--- src/rtl/alu_pkg.sv ---
// Shared definitions for the 8-bit ALU arithmetic unit (multiplier, divider).
package alu_pkg;

  localparam int DATA_W = 8;

  typedef enum logic [1:0] {
    IDLE,
    CALC,
    ADD,
    DONE
  } mac_state_t;

endpackage

--- src/rtl/mac_multiplier_if.sv ---
// Start/done handshake and operand/result bus of the multiply-accumulate unit.
interface mac_multiplier_if
  import alu_pkg::*;
#(
  parameter int WIDTH = DATA_W
);

  logic                   start;
  logic [WIDTH-1:0]       a;
  logic [WIDTH-1:0]       b;
  logic [WIDTH-1:0]       c;
  logic                   busy;
  logic                   done;
  logic [2*WIDTH-1:0]     product;
  logic [WIDTH-1:0]       result;
  logic                   ovf;

  modport master (
    output start, a, b, c,
    input  busy, done, product, result, ovf
  );

  modport slave (
    input  start, a, b, c,
    output busy, done, product, result, ovf
  );

endinterface

--- src/rtl/booth_step.sv ---
// One radix-2 Booth iteration on the {A[WIDTH:0], Q[WIDTH-1:0], q_1} register.
module booth_step
  import alu_pkg::*;
#(
  parameter int WIDTH = DATA_W
) (
  input  logic [2*WIDTH+1:0] acc,
  input  logic [WIDTH-1:0]   mcand,
  output logic [2*WIDTH+1:0] acc_next
);

  logic [WIDTH:0] a_hi;
  logic [WIDTH:0] a_ext;
  logic [WIDTH:0] a_new;

  always_comb begin
    a_hi  = acc[2*WIDTH+1:WIDTH+1];
    a_ext = {mcand[WIDTH-1], mcand};
    a_new = a_hi;
    case (acc[1:0])
      2'b01:   a_new = a_hi + a_ext;
      2'b10:   a_new = a_hi - a_ext;
      default: a_new = a_hi;
    endcase
    // Arithmetic shift right: A's sign bit is replicated, Q[0] becomes the new q_1.
    acc_next = {a_new[WIDTH], a_new, acc[WIDTH:1]};
  end

endmodule

--- src/rtl/mac_multiplier.sv ---
// Sequential signed a*b + c using radix-2 Booth, one multiplier bit per cycle.
module mac_multiplier
  import alu_pkg::*;
#(
  parameter int WIDTH = DATA_W
) (
  input  logic             clk,
  input  logic             rst_n,
  mac_multiplier_if.slave  bus
);

  localparam int REG_W = 2 * WIDTH + 2;
  localparam int CNT_W = $clog2(WIDTH + 1);

  mac_state_t           state;
  mac_state_t           state_nxt;
  logic [REG_W-1:0]     booth_q;
  logic [REG_W-1:0]     booth_d;
  logic [WIDTH-1:0]     mcand_q;
  logic [WIDTH-1:0]     addend_q;
  logic [CNT_W-1:0]     cnt_q;
  logic [2*WIDTH-1:0]   product_q;
  logic                 ovf_q;
  logic [2*WIDTH-1:0]   sum;
  logic [WIDTH:0]       sum_top;
  logic                 sum_ovf;
  logic                 last_step;

  booth_step #(.WIDTH(WIDTH)) u_booth_step (
    .acc      (booth_q),
    .mcand    (mcand_q),
    .acc_next (booth_d)
  );

  assign last_step = (cnt_q == CNT_W'(WIDTH - 1));

  // Raw product {A[WIDTH-1:0], Q} is exact, so the sign-extended add cannot wrap.
  assign sum     = booth_q[2*WIDTH:1] + {{WIDTH{addend_q[WIDTH-1]}}, addend_q};
  assign sum_top = sum[2*WIDTH-1:WIDTH-1];
  assign sum_ovf = !((&sum_top) || (~|sum_top));

  // NOTE: sequential state uses non-blocking <= so every flop samples pre-edge values.
  always_ff @(posedge clk) begin
    if (!rst_n) state <= IDLE;
    else        state <= state_nxt;
  end

  // NOTE: state_nxt gets a default first so no path leaves it unassigned (no latch).
  always_comb begin
    state_nxt = state;
    case (state)
      IDLE:    if (bus.start) state_nxt = CALC;
      CALC:    if (last_step) state_nxt = ADD;
      ADD:     state_nxt = DONE;
      DONE:    state_nxt = IDLE;
      default: state_nxt = IDLE;
    endcase
  end

  always_ff @(posedge clk) begin
    if (!rst_n) begin
      cnt_q     <= '0;
      product_q <= '0;
      ovf_q     <= 1'b0;
    end else begin
      case (state)
        IDLE: if (bus.start) cnt_q <= '0;
        CALC: cnt_q <= cnt_q + CNT_W'(1);
        ADD: begin
          product_q <= sum;
          ovf_q     <= sum_ovf;
        end
        default: ;
      endcase
    end
  end

  // NOTE: operand and Booth registers are left unreset; they are always loaded at start before use.
  always_ff @(posedge clk) begin
    if (state == IDLE && bus.start) begin
      mcand_q  <= bus.a;
      addend_q <= bus.c;
      booth_q  <= {{(WIDTH + 1){1'b0}}, bus.b, 1'b0};
    end else if (state == CALC) begin
      booth_q  <= booth_d;
    end
  end

  assign bus.busy    = (state != IDLE);
  assign bus.done    = (state == DONE);
  assign bus.product = product_q;
  assign bus.result  = product_q[WIDTH-1:0];
  assign bus.ovf     = ovf_q;

endmodule

--- src/flat_wrapper.sv ---
// flat-port wrapper written by rule: the top's interface ports become plain ports
module mac_multiplier_flat import alu_pkg::*;
#(
  parameter int WIDTH = DATA_W
)
  (clk, rst_n, bus_start, bus_a, bus_b, bus_c, bus_busy, bus_done, bus_product, bus_result, bus_ovf);
  mac_multiplier_if #(.WIDTH(WIDTH)) bus_i ();
  input  logic clk;
  input  logic rst_n;
  input wire logic [$bits(bus_i.start)-1:0] bus_start;
  input wire logic [$bits(bus_i.a)-1:0] bus_a;
  input wire logic [$bits(bus_i.b)-1:0] bus_b;
  input wire logic [$bits(bus_i.c)-1:0] bus_c;
  output wire logic [$bits(bus_i.busy)-1:0] bus_busy;
  output wire logic [$bits(bus_i.done)-1:0] bus_done;
  output wire logic [$bits(bus_i.product)-1:0] bus_product;
  output wire logic [$bits(bus_i.result)-1:0] bus_result;
  output wire logic [$bits(bus_i.ovf)-1:0] bus_ovf;
  assign bus_i.start = bus_start;
  assign bus_i.a = bus_a;
  assign bus_i.b = bus_b;
  assign bus_i.c = bus_c;
  assign bus_busy = bus_i.busy;
  assign bus_done = bus_i.done;
  assign bus_product = bus_i.product;
  assign bus_result = bus_i.result;
  assign bus_ovf = bus_i.ovf;
  mac_multiplier #(.WIDTH(WIDTH)) u_core (.clk(clk), .rst_n(rst_n), .bus(bus_i));
endmodule
--- config.mk ---
export PLATFORM = sky130hd
export DESIGN_NAME = mac_multiplier_flat
export DESIGN_NICKNAME = d
export VERILOG_FILES = /design/src/rtl/alu_pkg.sv /design/src/rtl/mac_multiplier_if.sv /design/src/rtl/booth_step.sv /design/src/rtl/mac_multiplier.sv /design/src/flat_wrapper.sv
export SDC_FILE = /design/constraint.sdc
export NUM_CORES = 1
export LEC_CHECK = 0
export CAP_MARGIN = 20
export CORE_ASPECT_RATIO = 1.5
export CORE_MARGIN = 3
export CORE_UTILIZATION = 31
export CTS_BUF_LIST = sky130_fd_sc_hd__clkbuf_4 sky130_fd_sc_hd__clkbuf_8 sky130_fd_sc_hd__clkbuf_16
export DETAILED_ROUTE_END_ITERATION = 8
export GPL_TIMING_DRIVEN = 1
export PLACE_DENSITY_LB_ADDON = 0.2
export SLEW_MARGIN = 10
export SYNTH_ARGS = -nofsm -noshare
export SYNTH_HDL_FRONTEND = slang
export SYNTH_HIERARCHICAL = 1
export SYNTH_SLANG_ARGS = --single-unit
--- constraint.sdc ---
create_clock -name clk -period 3.9 [get_ports clk]
set_clock_uncertainty 0.15 [all_clocks]
set_input_delay 0.78 -clock clk [delete_from_list [all_inputs] [get_ports clk]]
set_output_delay 0.78 -clock clk [all_outputs]
set_load 0.01 [all_outputs]
## Word-level counts from Yosys, hierarchy flattened

Cells that the tools add are included.

| word-level totals | value |
|---|---|
| output and inout bits | 27 |
| RAM bits | 0 |
| bits in registers | 56 |
| ROM bits | 0 |
| input port bits | 27 |
| memories | 0 |
| word-level logic and storage cells | 40 |
| latch bits | 0 |

| cells by class | value |
|---|---|
| reduce and logical (&&, ||, !) cells | 12 |
| divide/modulo/power cells | 0 |
| bitwise operators | 0 |
| add/subtract/negate cells | 4 |
| equal/unequal tests | 8 |
| $mul | 0 |
| order comparisons | 0 |
| mux-type cells | 8 |
| shift operators | 0 |

Operators with widths:

| kind | number |
|---|---|
| 9-bit 2-to-1 mux | 2 |
| 9-bit one-hot mux with 2 select lines | 1 |
| 16-bit adder | 1 |
| 8-bit by 8-bit adder with 9-bit output | 1 |
| 9-bit AND reduction | 1 |
| 9-bit OR reduction | 1 |
| 8-bit by 8-bit subtractor with 9-bit output | 1 |
| 2-bit one-hot mux with 4 select lines | 1 |
| 4-bit one-hot mux with 2 select lines | 1 |
| 2-bit equality test, second input constant | 3 |
| 2-bit nonzero test | 3 |
| 4-bit by 1-bit adder with 4-bit output, second input constant | 1 |
| 2-bit by 1-bit equality test with 1-bit output, second input constant | 2 |
| 4-bit by 3-bit equality test with 1-bit output, second input constant | 1 |
| 2-bit 2-to-1 mux | 2 |
| 4-bit 2-to-1 mux | 1 |
| 2-bit AND reduction | 2 |
| 1-bit zero test | 2 |
| 2-bit zero test | 1 |
| 2-bit by 1-bit != test with 1-bit output, second input constant | 1 |
| 2-bit != test, second input constant | 1 |
| 1-bit logical AND | 1 |
| 1-bit logical OR | 1 |

## Longest topological paths before layout

Gate-level depths: netlist of the first run.

| depth | value |
|---|---|
| word-level depth | 5 |
| depth in mapped cells | 15 |
| mapped depth without buffers | 14 |

## Hierarchy

The synthesis of the first run kept the hierarchy.

Modules (own cells, without submodules):

| module | instances | area an instance (um^2) | cells each | sequential area each (um^2) |
|---|---|---|---|---|
| mac_multiplier | 1 | 2966.6 | 296 | 1381.3 |
| booth_step | 1 | 742.0 | 104 | 0.0 |

## Worst setup path after synthesis of the first run

No wires, ideal clock.

| timing | value |
|---|---|
| kind | reg-to-reg |
| start point | register u_core.addend_q[7] |
| end point | register u_core.ovf_q, in the netlist u_core/bus.ovf |
| period minus slack after synthesis | 2826 ps |
| arrival | 2554 ps |
| path slack | 1074 ps |
| required time | 3628 ps |
| stages on the path, launching flop included | 10 |
| library setup time | 122 ps |
| path through | edfxtp_1 > ha_1 > a21o_1 > a2111oi_0 > a21oi_1 > xor2_1 > nand4b_1 > or4b_1 > nor4_2 > nor3_1 |

| on the way | value |
|---|---|
| word-level cells in the longest chain between the ends | 5 |
| elaborated cells on any way between the ends | 6 |
| classes of those cells | add/sub (1); reduce/logical (5) |

RTL lines:

| item | RTL line | RTL |
|---|---|---|
| start, declared | mac_multiplier.sv:20 | `logic [WIDTH-1:0] addend_q;` |
| start signal, assigned | mac_multiplier.sv:82 | `addend_q <= bus.c;` |
| 16-bit adder (*) | mac_multiplier.sv:38 | `assign sum = booth_q[2*WIDTH:1] + {{WIDTH{addend_q[WIDTH-1]}}, addend_q};` |
| 9-bit OR reduction | mac_multiplier.sv:40 | `assign sum_ovf = !((&sum_top) \|\| (~\|sum_top));` |
| 1-bit zero test | mac_multiplier.sv:40 |  |
| 1-bit logical OR (*) | mac_multiplier.sv:40 |  |
| 1-bit zero test (*) | mac_multiplier.sv:40 |  |
| end signal, assigned | mac_multiplier.sv:71 | `ovf_q <= sum_ovf;` |
| end, declared | mac_multiplier.sv:23 | `logic ovf_q;` |

Every way passes the cells marked *; elsewhere a longest branch is shown, timed or not.
A chain may end at the register's enable or synchronous reset.

## Worst setup path after layout of the first run

Same ends and word-level chain as after synthesis.

==> metrics.md, run 1 <==
| Metric | Value |
|---|---|
| Vias | `about 2,800` |
| Routed WL | `between 7000 and 8000 µm` |
| Rows | `48` |
| Worst setup margin | `between 0.7 and 0.8 ns` |
| Die Height | `140 µm` |
| TritonCTS Buffers | `9` |
| Crit path max-delay family | `simple AND/OR/NAND/NOR gates` |
| Tcrit/Tclk final | `between 70% and 80%` |
| Crit-path max cell delay | `0.54 ns` |
| P&R area growth vs syn | `24.3%` |
| Final HPWL DP | `a little over 6000 µm` |
| Worst Setup Start Kind | `register` |
| Worst Max-Slew Pin Slew | `around 0.66 ns` |
| Post-layout instance area | `4610 µm²` |
| Main combinational cell family by area after synthesis | `simple AND/OR/NAND/NOR gates` |
| GP Congestion | `0.836` |
| Area post-placement | `~4300 µm²` |
| R2R Path Start | `u_core/addend_q[7]` |
| Finish-stage setup viols | `0` |
| Worst hold path depth | `2` |
| Main area contributors after synthesis | `edfxtp_1, dfxtp_1, ha_1` |
| Async S/R FF share, synth | `0%` |
| Cells after synthesis | `400` |
| Post-Syn Area | `3710 µm²` |
| Setup Buffers After CTS | `0` |
| Ant diodes | `0` |
| Worst hold path type | `register to register` |
| Slew Limit Fails | `0` |
| Die width | `approximately 95 µm` |
| Remaining Overflow, GRT | `0` |
| CTS tree | `yes` |
| Port Buf Inserts | `53` |
| Max IR drop VDD | `between 0.3 and 0.4 mV` |
| CP Max Fanout | `9` |
| Initial antenna violation count | `0` |
| Largest net degree at the start of global routing | `44` |
| Hold_sp | `u_core/bus.product[11]` |
| DRC violations left | `0` |
| Largest area contributor in the netlist | `edfxtp_1` |
| Slew headroom | `56.2%` |
| Post-CTS sizing | `0` |
| Total clock sinks | `57` |
| Synth warnings | `6` |
| Nature of the critical path endpoint | `register` |
| Worst skew pair latency | `around 0.33 ns` |
| Number of synthesized flops with an enable pin | `24` |
| Final nets | `495` |
| Pwr Total | `approximately 4.1 mW` |
| CTS max path bufs | `2` |
| Crit path DAT | `3.16 ns` |
| Adder-cell share of the synthesized area | `between 10 and 15%` |
| Multiplexer share of the synthesized area | `7.05%` |
| MaxCap Viol Count | `0` |
| RSZ-0062 raised after global routing | `false` |
| XOR/XNOR Fraction of Synth Area | `around 5.9%` |
| Fill cells | `1,144` |
| Net Count, Synth | `roughly 460` |
| CTS Hold Bufs | `0` |
| Core Box Area | `between 10,000 and 15,000 µm²` |
| Critical R2R Capture | `u_core/bus.ovf` |
| Final hold viol count | `0` |
| Setup Slack @ Placement | `0.793 ns` |
| Vias in the first global route | `2,824` |
| Fmax | `between 0.3 and 0.4 GHz` |
| Status | `finished, final reports clean` |
| Crit path cell chain | `ha_1, a21o_1, a2111oi_0, a21oi_1, xor2_1, nand4b_1, or4b_1, nor4_2, nor3_1` |
| FF+latch count, synth | `57` |
| Syn Area/Cell | `roughly 9 µm²` |
| Total Die Area | `around 13,000 µm²` |
| First-pass GRT wire length | `12,900 µm` |
| Req. time, crit path | `3.96 ns` |
| Via/cell ratio | `a little under 5` |
| I/O pins | `54` |
| TritonRoute pass-1 iters | `4` |
| Netlist cell types | `62` |
| Seq/Total Area, Yosys | `a little under two fifths` |
| H-tree depth | `3` |
| Setup Crit Path Kind | `register to register` |
| R2R cell count | `9` |
| Fin Setup TNS | `0 ns` |
| Synth Area in Simple Gates | `a little under a fifth` |
| Post-synth top area share | `about a fifth` |
| Slowest CP cell | `edfxtp_1` |
| Leak Pwr | `roughly 1.8 nW` |
| Reg clk slew, reported paths | `0.05 ns` |
| Post-route ant nets | `0` |
| Worst R2R Setup Slack | `~0.80 ns` |
| Post-Route Utilization | `between 30% and 40%` |
| Overall routing resource usage | `around 12%` |
| Bufs and invs on worst path | `0` |
| Cells after DPL | `~580` |
| Hold Crit Endpoint | `u_core/bus.product[11]` |
| Min Tclk post-route | `3.10 ns` |
| Non-filler instance count after layout | `just under 600` |
| Starting density of the core | `approximately a third` |
| Synth Area in Compound Gates | `between 10% and 20%` |
| DR iter-0 viols | `between 50 and 60` |
| Root Buffer | `clkbuf_16` |
| Layout cells sized above 1 | `7.48%` |
| Drt wl/cell | `13.2 µm` |
| Ys flop type | `dfxtp_1` |
| Pwr dens | `896 nW/µm²` |
| WHS | `between 0.3 and 0.4 ns` |
==> cells in the final DEF (no fill, tap or decap), drive strengths merged, types with 3 or more instances in the layout <==
| master | netlist | final |
|---|---|---|
| a31oi | 4 | 4 |
| nand2b | 4 | 4 |
| nand3 | 9 | 9 |
| or3 | 3 | 3 |
| o21ai | 18 | 18 |
| edfxtp | 24 | 24 |
| xnor2 | 18 | 18 |
| buf | 22 | 3 |
| inv | 16 | 16 |
| nor2b | 3 | 3 |
| ha | 30 | 30 |
| xor2 | 7 | 7 |
| clkbuf | 9 | 12 |
| a21oi | 17 | 17 |
| mux2i | 25 | 25 |
| and2 | 3 | 3 |
| dfxtp | 33 | 33 |
| nand2 | 33 | 33 |
| nor2 | 52 | 52 |
| clkdlybuf4s50 | 0 | 53 |
| o211ai | 3 | 3 |
| bufinv | 0 | 3 |
| nor4 | 3 | 3 |
| nor3b | 3 | 3 |
| a21o | 5 | 5 |
| nor3 | 8 | 8 |
| or2 | 6 | 6 |
| a211oi | 7 | 7 |
==> report_power, final <==
part | leakage, nW | internal, mW | switching (mW) | total, mW
clock | 0.169 | 0.642 | 0.256 | 0.897
combinational | 1.10 | 1.02 | 1.21 | 2.23
sequential | 0.502 | 0.848 | 0.155 | 1.00
==> sequential cells by signal, summed over array words and instances (netlist names) <==
name and flops:
u_core/booth_q 18, u_core/state 2, u_core/addend_q 8, u_core/mcand_q 8, u_core/cnt_q 4, u_core/bus.ovf 1, u_core/bus.product 16
==> synth_stat cells, types with 2 or more instances <==
| master | number |
|---|---|
| nor2_1 | 52 |
| o21bai_1 | 2 |
| nor3_1 | 7 |
| nand3_1 | 9 |
| a311oi_1 | 2 |
| xnor2_1 | 18 |
| clkbuf_1 | 9 |
| dfxtp_1 | 33 |
| and2_1 | 3 |
| buf_4 | 17 |
| or3_1 | 3 |
| buf_2 | 2 |
| nor2b_1 | 3 |
| a21o_1 | 5 |
| buf_1 | 3 |
| a31oi_1 | 4 |
| edfxtp_1 | 24 |
| fa_1 | 2 |
| o21ai_0 | 18 |
| or2_2 | 6 |
| o211ai_1 | 3 |
| mux2i_1 | 25 |
| a211oi_1 | 6 |
| o2111ai_1 | 2 |
| nor3b_1 | 3 |
| a21oi_1 | 17 |
| nor4_1 | 2 |
| inv_1 | 16 |
| xor2_1 | 7 |
| ha_1 | 30 |
| nand2b_1 | 3 |
| nand2_1 | 33 |
| a22oi_1 | 2 |
==> kinds of logic after synthesis <==
family,count (synthesis)
AND/OR/NAND/NOR,137
AO/OA/AOI/OAI,76
flip-flops,57
buffers and inverters,47
adder cells (fa/ha/maj),32
multiplexers,26
XOR/XNOR,25
==> layout make-up <==
cell class / count / area (µm²) / area share [%]
multi-input combinational: 296 / 2080 / 45.2
sequential: 57 / 1380 / 30.0
timing repair buffer: 56 / 553 / 12.0
clock buffer: 12 / 248 / 5.38
tap: 150 / 188 / 4.07
clock inverter: 4 / 93.8 / 2.04
inverter: 16 / 60.1 / 1.30
==> metal layers <==
metal	track usage, %	vias to the layer above	share of wire (%)
met5	0	-	0
met4	5.86	0	1.9
met3	3.12	9	3.9
met2	21.9	49	52
met1	13.7	1305	42
li1	-	1486	-
==> tightest hold or removal path: cells and delay by family (launching register included) <==
kind | cells | cell delay [ns]
flip-flops | 1 | 0.32
multiplexers | 1 | 0.06
AND/OR/NAND/NOR | 1 | 0.07
==> how the worst max path moves through the flow <==
stage / cells after the start / slack (ns) / start / end
floorplan: 9 / 1.07 / u_core/addend_q[7] / u_core/bus.ovf
global placement: 9 / 0.87 / u_core/addend_q[7] / u_core/bus.ovf
detailed placement: 9 / 0.79 / u_core/addend_q[7] / u_core/bus.ovf
CTS: 9 / 0.76 / u_core/addend_q[7] / u_core/bus.ovf
global route: 9 / 0.50 / u_core/addend_q[7] / u_core/bus.ovf
finish: 9 / 0.80 / u_core/addend_q[7] / u_core/bus.ovf
(Power assumes the default switching activity.)
==> run 2, diff against run 1 <==
- clock period: 3.9 -> 2.7 ns (I/O delays scaled with it)
==> metrics.md, run 2 (synthesis gave the netlist of run 1 again) <==
| Metric | Value |
|---|---|
| Worst skew pair latency | `0.33 ns` |
| Worst R2R Setup Slack | `-0.17 ns` |
| CTS Hold Bufs | `0` |
| CP Max Fanout | `4` |
| Worst setup margin | `-0.169 ns` |
| Worst Setup Start Kind | `register` |
| Crit-path max cell delay | `between 0.4 and 0.5 ns` |
| R2R Path Start | `u_core/addend_q[1]` |
| Slew Limit Fails | `0` |
| Worst Max-Slew Pin Slew | `0.682 ns` |
| Area post-placement | `between 4000 and 5000 µm²` |
| Die Height | `between 100 and 150 µm` |
| Non-filler instance count after layout | `between 600 and 700` |
| Status | `finished with violations` |
| Hold_sp | `u_core/bus.product[15]` |
| Overall routing resource usage | `between 10% and 20%` |
| Post-route ant nets | `0` |
| Failing checks | `negative setup slack` |
| Ant diodes | `0` |
| Starting density of the core | `32.0%` |
| Fin Setup TNS | `-0.169 ns` |
| Vias | `around 3,100` |
| Worst hold path type | `register to register` |
| Total clock sinks | `57` |
| H-tree depth | `3` |
| Commonest non-fill, non-tap cell in the layout | `buf_4` |
| Hold Crit Endpoint | `u_core/bus.product[15]` |
| Root Buffer | `clkbuf_16` |
| Multi-input gate area | `about 2400 µm²` |
| Leak Pwr | `slightly above 2 nW` |
| Max IR drop VDD | `0.511 mV` |
| Fill cells | `approximately 1,100` |
| Routed WL | `roughly 8600 µm` |
| Post-layout instance area | `~5300 µm²` |
| Critical R2R Capture | `u_core/bus.ovf` |
| Slowest CP cell | `a2111o_1` |
| Core Box Area | `11,600 µm²` |
| Total Die Area | `~13,000 µm²` |
| Final hold viol count | `0` |
| Largest register by flop count | `u_core/booth_q` |
| Pwr dens | `1350 nW/µm²` |
| Via/cell ratio | `4.82` |
| RSZ-0062 raised after global routing | `true` |
| Vias in the first global route | `3,079` |
| Layout cells sized above 1 | `26.7%` |
| CTS tree | `yes` |
| Drt wl/cell | `approximately 13 µm` |
| Remaining Overflow, GRT | `0` |
| Port Buf Inserts | `53` |
| Fmax | `roughly 0.35 GHz` |
| Flip-flop and latch area | `1380 µm²` |
| Slew headroom | `roughly 54%` |
| Worst hold path depth | `2` |
| Cells after DPL | `620` |
| First-pass GRT wire length | `between 10,000 and 15,000 µm` |
| Crit path cell chain | `ha_1, a21oi_1, a2bb2oi_2, a2111o_1, a311oi_2, o211a_1, or4b_1, nor4_2, nor3_1` |
| Most frequent cells in the layout | `buf_4, clkdlybuf4s50_1, nor2_1, nand2_1, dfxtp_1` |
| DRC violations left | `0` |
| Req. time, crit path | `approximately 2.8 ns` |
| TritonCTS Buffers | `9` |
| Initial antenna violation count | `0` |
| P&R area growth vs syn | `43.6%` |
| GP Congestion | `0.841` |
| Final nets | `between 500 and 600` |
| Crit path DAT | `around 3 ns` |
| Largest net degree at the start of global routing | `26` |
| R2R cell count | `9` |
| Setup Slack @ Placement | `-0.216 ns` |
| Nature of the critical path endpoint | `register` |
| Max reg flops | `18` |
| I/O pins | `54` |
| Finish-stage setup viols | `1` |
| Setup Crit Path Kind | `register to register` |
| Reg clk slew, reported paths | `around 0.05 ns` |
| Rows | `48` |
| DR iter-0 viols | `87` |
| Min Tclk post-route | `2.87 ns` |
| TritonRoute pass-1 iters | `4` |
| CTS max path bufs | `2` |
| Tcrit/Tclk final | `106%` |
| Final HPWL DP | `6470 µm` |
| Die width | `approximately 95 µm` |
| MaxCap Viol Count | `0` |
## run 2: timing repair
action / in CTS / in global routing
pin swaps: 7 / 21
setup buffers: 5 / 8
gates resized for setup: 12 / 34
endpoints found under the setup margin: 8 / 9
## run 2: area by class of cell
| cell class | instances | area share, % |
|---|---|---|
| clock buffer | 10 | 4.49 |
| clock inverter | 6 | 1.25 |
| inverter | 16 | 1.13 |
| multi-input combinational | 296 | 44.7 |
| sequential | 57 | 25.9 |
| tap | 150 | 3.53 |
| timing repair buffer | 114 | 18.9 |
## run 2: how the worst max path moves through the flow
stage                  startpoint        endpoint  slack (ns)  cells after the start
2_1_floorplan  u_core/addend_q[7]  u_core/bus.ovf       -0.05                      8
3_3_place_gp    u_core/booth_q[1]  u_core/bus.ovf       -0.17                     10
3_5_place_dp    u_core/booth_q[1]  u_core/bus.ovf       -0.22                     10
4_1_cts         u_core/booth_q[5]  u_core/bus.ovf       -0.16                      9
5_1_grt         u_core/booth_q[5]  u_core/bus.ovf       -0.27                      9
6_report       u_core/addend_q[1]  u_core/bus.ovf       -0.17                      9
## run 2: worst max-delay path: cells and delay by family, from the launching register on
kind	cells	cell delay (ns)
AO/OA/AOI/OAI	5	1.18
AND/OR/NAND/NOR	3	0.69
flip-flops	1	0.43
adder cells (fa/ha/maj)	1	0.31
## run 2: stage by stage
step	util, %	power, mW	hold WS [ns]
detailed placement	40.6	5.45	0.329
CTS	43.9	6.80	0.336
floorplan	-	4.13	0.310
finish	45.9	7.17	0.333
global route	45.9	7.79	0.378
global placement	40.6	5.39	0.327
## run 2: where the power goes
group          total (mW)  leakage (nW)  internal [mW]  switching [mW]
combinational        4.56          1.41           2.42            2.14
sequential           1.46         0.502           1.22           0.239
clock                1.15         0.141          0.739           0.409
## run 2: routing by layer
metal | wire [µm] | up-vias | GRT usage (%)
met5 | 0 | - | 0
met2 | 4630 | 52 | 24.0
met4 | 221 | 0 | 7.07
li1 | - | 1603 | -
met3 | 282 | 11 | 1.99
met1 | 3460 | 1462 | 14.9
==> run 3, diff against run 2 <==
- SKIP_CTS_REPAIR_TIMING: unset -> 1
==> metrics.md, run 3 (synthesis gave the netlist of run 1 again) <==
| Metric | Value |
|---|---|
| Status | `finished with violations` |
| Failing checks | `negative setup slack` |
| Max reg flops | `18` |
| Req. time, crit path | `approximately 2.8 ns` |
| Tcrit/Tclk final | `106%` |
| Commonest non-fill, non-tap cell in the layout | `buf_4` |
| Die width | `approximately 95 µm` |
| Core Box Area | `around 12,000 µm²` |
| Sw Pwr | `~2.9 mW` |
| Non-filler instance count after layout | `roughly 650` |
| Die Height | `140 µm` |
| Post-Route Utilization | `between 40% and 50%` |
| Area post-placement | `approximately 4700 µm²` |
| Crit path DAT | `between 2 and 3 ns` |
| Layout cells sized above 1 | `29.1%` |
| I/O pins | `between 50 and 60` |
| Worst skew pair latency | `0.33 ns` |
| Reg clk slew, reported paths | `around 0.050 ns` |
| Logic pwr share | `between 60% and 70%` |
| Wl on met1 | `3470 µm` |
| Setup Crit Path Kind | `register to register` |
| Max IR drop VDD | `around 0.56 mV` |
| P&R area growth vs syn | `46.5%` |
| Port Buf Inserts | `53` |
| Starting density of the core | `between 30% and 40%` |
| Slew headroom | `a little under three fifths` |
| Initial antenna violation count | `0` |
| Clock Power Share | `between 15 and 20%` |
| Worst hold path type | `register to register` |
| Largest register by flop count | `u_core/booth_q` |
| Most frequent cells in the layout | `buf_4, clkdlybuf4s50_1, nor2_1, nand2_1, dfxtp_1` |
| Nature of the critical path endpoint | `register` |
| Sw Ratio | `between 30 and 40%` |
| Drt wl/cell | `around 13 µm` |
| GP Congestion | `roughly 0.84` |
| Cells after DPL | `between 600 and 700` |
| Sequential Power Share | `roughly 20%` |
| Slew Limit Fails | `0` |
| Pint | `between 4 and 5 mW` |
| Fin Setup TNS | `-0.171 ns` |
| Vias | `~3,200` |
| Leak Pwr | `between 2 and 2.5 nW` |
| Fmax | `roughly 0.35 GHz` |
| H-tree depth | `3` |
| Rows | `48` |
| Largest net degree at the start of global routing | `26` |
| Root Buffer | `clkbuf_16` |
| DR iter-0 viols | `65` |
| Worst setup margin | `-0.171 ns` |
| CTS tree | `yes` |
| Pwr Total | `between 7 and 8 mW` |
| Final HPWL DP | `between 6000 and 7000 µm` |
| Routed WL | `~8600 µm` |
| Total clock sinks | `57` |
| CP Max Fanout | `4` |
| Top sig layer | `met4` |
| Via/cell ratio | `4.84` |
| Setup Slack @ Placement | `-0.216 ns` |
| CTS max path bufs | `2` |
| Worst Max-Slew Pin Slew | `roughly 0.67 ns` |
| RSZ-0062 raised after global routing | `true` |
| TritonCTS Buffers | `9` |
| Pwr dens | `around 1400 nW/µm²` |
| Overall routing resource usage | `approximately an eighth` |
| Post-layout instance area | `about 5400 µm²` |
| Vias in the first global route | `3,037` |
| WHS | `roughly 0.33 ns` |
| Met3 wire len | `approximately 270 µm` |
| Wire length on met2 | `approximately 4700 µm` |
| Post-route ant nets | `0` |
| First-pass GRT wire length | `about 14,000 µm` |
| MaxCap Viol Count | `0` |
| Total Die Area | `around 13,000 µm²` |
| Final nets | `555` |
| Finish-stage setup viols | `1` |
| Final hold viol count | `0` |
| Min Tclk post-route | `between 2 and 3 ns` |
| Remaining Overflow, GRT | `0` |
| Ant diodes | `0` |
| Worst Setup Start Kind | `register` |
| DRC violations left | `0` |
| TritonRoute pass-1 iters | `4` |
## run 3: routing by layer
| layer | track usage, % | vias up |
|---|---|---|
| met3 | 1.99 | 13 |
| met1 | 14.7 | 1486 |
| met5 | 0 | - |
| met4 | 6.62 | 0 |
| li1 | - | 1608 |
| met2 | 23.9 | 47 |
## run 3: final timing paths
path	startpoint	depth (start not counted)	to	slack, ns
max	u_core/booth_q[5]	9	u_core/bus.ovf	-0.17
min	u_core/bus.product[15]	2	u_core/bus.product[15]	0.33
max reg2reg	u_core/booth_q[5]	9	u_core/bus.ovf	-0.17
min reg2reg	u_core/bus.product[15]	2	u_core/bus.product[15]	0.33
## run 3: power groups by stage
stage	Clock, mW	Combinational, mW	Sequential (mW)
global placement	0	3.93	1.46
detailed placement	0	3.97	1.48
CTS	1.18	3.98	1.46
finish	1.14	4.77	1.47
floorplan	0	2.66	1.46
global route	1.21	5.30	1.51
## run 3: area by class of cell
class	instances	area, µm²
clock buffer	10	239
clock inverter	6	66.3
fill	1078	6160
inverter	16	60.1
multi-input combinational	296	2470
sequential	57	1380
tap	150	188
timing repair buffer	116	1030
## run 3: critical path, cell delays in order, from the launching register on
cell and delay (ns):
edfxtp_1 0.44, ha_4 0.30, nand3_1 0.10, a2bb2oi_2 0.17, a2111o_1 0.46, a311oi_2 0.25
o211a_1 0.19, or4b_1 0.46, nor4_2 0.16, nor3_1 0.07
